===== src/rtl/adder_serial1.sv =====
// adder_serial1 -- one-bit full-adder cell plus a clocked bit-serial adder.
//
// The combinational cell (x, y, c_in -> sum, c_out) is the per-bit building
// block of ripple-carry adders. The serial engine reuses the same full-adder
// equations with a registered carry. It adds two WORD_W-bit operands
// LSB-first, one bit pair per enabled cycle.
//
// Ports:
//   clk        clock, all registers update on the rising edge
//   rst        synchronous active-high reset
//   x, y       operand bits, shared by both paths
//   c_in       carry-in; the serial path samples it only on ser_start
//   sum, c_out combinational full-adder outputs
//   ser_start  begin (or restart) a serial addition
//   ser_en     present one operand bit pair this cycle
//   ser_sum    registered sum bit of the last enabled step
//   ser_busy   serial addition in progress
//   ser_done   one-cycle pulse when the word completes
//   ser_word   completed sum word, LSB = first bit
//   ser_cout   final carry of the completed word
//
// state  | meaning
// S_IDLE | no word in progress; ser_en is ignored
// S_BUSY | accepting bit pairs until WORD_W have been consumed

module adder_serial1 #(
    parameter int WORD_W = 4
) (
    input  logic              clk,
    input  logic              rst,
    input  logic              x,
    input  logic              y,
    input  logic              c_in,
    output logic              sum,
    output logic              c_out,
    input  logic              ser_start,
    input  logic              ser_en,
    output logic              ser_sum,
    output logic              ser_busy,
    output logic              ser_done,
    output logic [WORD_W-1:0] ser_word,
    output logic              ser_cout
);

    localparam int CNT_W = (WORD_W > 1) ? $clog2(WORD_W) : 1;
    localparam logic [CNT_W-1:0] CNT_LAST = CNT_W'(WORD_W - 1);

    typedef enum logic {
        S_IDLE = 1'b0,
        S_BUSY = 1'b1
    } state_t;

    state_t            state_q;
    state_t            state_d;
    logic              carry_q;
    logic [CNT_W-1:0]  cnt;
    logic [WORD_W-1:0] word_q;
    logic [WORD_W-1:0] word_shift;
    logic              done_q;
    logic              sum_q;
    logic              cout_q;
    logic              step;
    logic              last_step;
    logic              s_bit;
    logic              c_bit;

    // Combinational cell.
    assign sum   = x ^ y ^ c_in;
    assign c_out = (x & y) | (c_in & (x ^ y));

    // Serial full adder against the registered carry.
    assign s_bit = x ^ y ^ carry_q;
    assign c_bit = (x & y) | (carry_q & (x ^ y));

    assign step      = ser_en && (state_q == S_BUSY) && !ser_start;
    assign last_step = step && (cnt == CNT_LAST);

    // Shift right and insert the new bit at the top; written this way so
    // it also covers WORD_W = 1 without an empty part-select.
    always_comb begin
        word_shift             = word_q >> 1;
        word_shift[WORD_W-1]   = s_bit;
    end

    // State register.
    always_ff @(posedge clk) begin
        if (rst) state_q <= S_IDLE;
        else     state_q <= state_d;
    end

    // Next-state logic; start has priority and also aborts a running word.
    always_comb begin
        state_d = state_q;
        if (ser_start)      state_d = S_BUSY;
        else if (last_step) state_d = S_IDLE;
    end

    // Output logic.
    always_comb begin
        ser_busy = (state_q == S_BUSY);
        ser_done = done_q;
        ser_sum  = sum_q;
        ser_word = word_q;
        ser_cout = cout_q;
    end

    // Serial datapath.
    always_ff @(posedge clk) begin
        if (rst) begin
            carry_q <= 1'b0;
            cnt     <= '0;
            word_q  <= '0;
            done_q  <= 1'b0;
            sum_q   <= 1'b0;
            cout_q  <= 1'b0;
        end else begin
            done_q <= 1'b0;
            if (ser_start) begin
                carry_q <= c_in;
                cnt     <= '0;
                word_q  <= '0;
            end else if (step) begin
                carry_q <= c_bit;
                sum_q   <= s_bit;
                word_q  <= word_shift;
                cnt     <= cnt + 1'b1;
                if (last_step) begin
                    done_q <= 1'b1;
                    cout_q <= c_bit;
                end
            end
        end
    end

endmodule


===== config.mk =====
export PLATFORM = sky130hd
export DESIGN_NAME = adder_serial1
export DESIGN_NICKNAME = d
export VERILOG_FILES = /design/src/rtl/adder_serial1.sv
export SDC_FILE = /design/constraint.sdc
export NUM_CORES = 1
export LEC_CHECK = 0
export BUFFER_PORTS_ARGS = -buffer_cell sky130_fd_sc_hd__buf_2
export CAP_MARGIN = 25
export CORE_MARGIN = 3
export CORE_UTILIZATION = 40
export DETAILED_ROUTE_END_ITERATION = 10
export MAX_ROUTING_LAYER = met4
export PLACE_DENSITY_LB_ADDON = 0.25
export SLEW_MARGIN = 20
export SYNTH_ARGS = -nofsm -noshare
export SYNTH_HDL_FRONTEND = slang
export SYNTH_SLANG_ARGS = --single-unit

===== constraint.sdc =====
create_clock -name clk -period 3.1 [get_ports clk]
set_input_delay 0.62 -clock clk [delete_from_list [all_inputs] [get_ports clk]]
set_output_delay 0.62 -clock clk [all_outputs]
set_load 0.01 [all_outputs]

==> metrics.md <==
| Metric | Value |
|---|---|
| Mux contribution to synthesized area | `around 3.4%` |
| Postcts setup bufs | `0` |
| Synth Net Count | `65` |
| Chip height | `about 44 µm` |
| Worst EP arrival | `around 1.4 ns` |
| Initial antenna violation count | `0` |
| Worst hold slack | `about 0.47 ns` |
| Combinational share of power | `between 10% and 20%` |
| Largest net degree at the start of global routing | `20` |
| CP max FO | `2` |
| Count leader, synth | `dfxtp_1` |
| Clk_skew | `around 0.0054 ns` |
| Highest clock rate | `around 500 MHz` |
| Total grt overflow | `0` |
| Final period util | `between 60% and 70%` |
| Die X-Extent | `around 44 µm` |
| Post-synth top area share | `between 30% and 40%` |
| Sw Ratio | `between 20% and 30%` |
| Synth cell types | `19` |
| IO buf count | `16` |
| Area share of fa/ha/maj cells after synthesis | `9.052%` |
| Die ar. | `a little under 2000 µm²` |
| Inst Count DP | `81` |
| Rows | `13` |
| Setup crit start kind | `primary input` |
| Commonest cells in the netlist | `dfxtp_1 (11), nand3_1 (7), a21oi_1 (6)` |
| Antenna Cells | `0` |
| Layout area overhead | `12.93%` |
| CTS tree | `yes` |
| Post-synth top flop | `dfxtp_1` |
| Largest family of logic cells by synthesized area | `compound AO/OA/AOI/OAI gates` |
| Fin cells | `85` |
| Final hold violation count | `0` |
| Core Region | `1334 µm²` |
| Power Density | `roughly 430 nW/µm²` |
| Clock Tree Buf Depth | `2` |
| Layout Nets | `81` |
| Final worst path period need | `2.008 ns` |
| Final worst slack | `about 1.1 ns` |
| Reg clk slew, reported paths | `0.07 ns` |
| Post-CTS sizing | `0` |
| CTS Hold Buffers Added | `0` |
| WP data required | `about 2.5 ns` |
| Synth area leaders | `dfxtp_1 (38%), a21bo_2 (8.6%), buf_6 (7.8%)` |
| Sequential area share after synthesis | `a little under two fifths` |
| DRT Pass-1 Iters | `2` |
| Final number of max-transition violations | `0` |
| Synthesized-area fraction occupied by xor and xnor cells | `0%` |
| Utilization after layout | `between 40% and 50%` |
| Post-Route WL | `~1.0 mm` |
| CTS root buffer | `clkbuf_4` |
| Number of synthesized flops with an enable pin | `0` |
| Compound-gate portion of the synthesized area | `between 20% and 30%` |
| Pre-CTS WS | `roughly 1.1 ns` |
| Maximum VDD drop | `~0.00022 V` |
| Yosys warns | `0` |
| H-tree levels | `1` |
| Number of global-route vias before repair | `378` |
| Slew margin rel. | `just under 60%` |
| Switch Pwr | `roughly 0.072 mW` |
| Initial DRC count | `10` |
| Vias | `427` |
| Slew @ Worst Pin | `roughly 0.60 ns` |
| Clk Latency, worst-skew pair | `~0.27 ns` |
| Int Power | `between 0.2 and 0.25 mW` |
| Max-cap viol count | `0` |
| Clock network fraction of design power | `34.3%` |
| Cell accounting for the most synthesized area | `dfxtp_1` |
| Post-Syn Instances | `55` |
| Simple-gate share of the synthesized area | `approximately 17%` |
| HP Class | `reg -> reg` |
| Final GP Congestion | `between 0.6 and 0.7` |
| RSZ-0062 raised after global routing | `false` |
| # IOs | `17` |
| First-pass GRT wire length | `1.738 mm` |
| Crit Path Class | `in -> out` |
| # setup viols final | `0` |
| Wire per inst | `approximately 12 µm` |
| Status | `completed` |
| Flop pwr share | `~53%` |
| Static leakage | `0.2900 nW` |
| Layout fillers | `approximately 130` |
| DRC | `0` |
| Cell area after synthesis | `580.6 µm²` |
| Initial core utilization | `between 40 and 50%` |
| Sink Count | `11` |
| Crit path capture type | `primary output` |
| Setup TNS Final | `0 ns` |
| GR Util All Layers | `13.18%` |
| Detail Placement HPWL | `between 700 and 800 µm` |
| Finished Cell Area | `between 600 and 700 µm²` |
| Layout cells sized above 1 | `37.14%` |
| Vias per cell | `between 5 and 6` |
| CTS Buf Count | `3` |
| Mean post-synth cell area | `10.56 µm²` |
| Post-route ant nets | `0` |
| Post-DP Area | `~630 µm²` |
| Asr flop ratio synth | `0%` |
| Register bit total from synthesis | `11` |
| Tot Pwr | `roughly 0.28 mW` |
[power groups by stage]
| stage | Sequential [mW] | Combinational, mW | Clock [mW] |
|---|---|---|---|
| floorplan | 0.150 | 0.0310 | 0 |
| global placement | 0.153 | 0.0353 | 0 |
| detailed placement | 0.154 | 0.0354 | 0 |
| CTS | 0.150 | 0.0356 | 0.104 |
| global route | 0.151 | 0.0399 | 0.111 |
| finish | 0.150 | 0.0349 | 0.0968 |
[layout by cell type (no fill, tap or decap), types with 2 or more instances in the layout]
master and count:
nand3_1 7, a21bo_2 5, fa_1 2, buf_2 16
clkbuf_4 3, dfxtp_1 11, a21oi_1 6, a21bo_1 3
nand2b_1 4, mux2i_1 2, nand3b_1 2
[final cells by class]
| cell class | count | area [µm²] | area share, % |
|---|---|---|---|
| clock buffer | 4 | 26.28 | 4.008 |
| tap | 15 | 18.77 | 2.863 |
| timing repair buffer | 16 | 80.08 | 12.21 |
| sequential | 11 | 220.2 | 33.59 |
| multi-input combinational | 38 | 306.5 | 46.76 |
| inverter | 1 | 3.754 | 0.5725 |
[worst paths after layout]
kind,slack [ns],from,cells past startpoint,end
min,0.47,ser_word[2],2,ser_word[1]
min reg2reg,0.47,ser_word[2],2,ser_word[1]
max,1.09,y,3,sum
max reg2reg,1.88,ser_busy,2,carry_q
[state kept, by name (all words and copies together), names as in the netlist]
name      count
ser_busy      1
ser_done      1
carry_q       1
cnt           2
ser_sum       1
ser_cout      1
ser_word      4
[worst max-delay path, stage by stage]
cell,delay [ns]
buf_2,0.12
fa_1,0.52
buf_2,0.12
[cell families (layout without fill, tap and decap cells)]
| group | count (synthesis) | in the layout |
|---|---|---|
| simple gates | 17 | 17 |
| fa+ha+maj | 3 | 3 |
| flops | 11 | 11 |
| buf+inv | 6 | 21 |
| compound gates | 16 | 16 |
| mux | 2 | 2 |
[metal layers]
layer | wire, µm | track usage (%) | up-vias
met5 | 0 | - | -
met2 | 430 | 16.28 | 13
met1 | 481 | 16.37 | 191
li1 | - | - | 221
met3 | 93 | 6.504 | 2
met4 | 15 | 9.036 | 0
No activity file was read; power rests on OpenSTA's default activity.
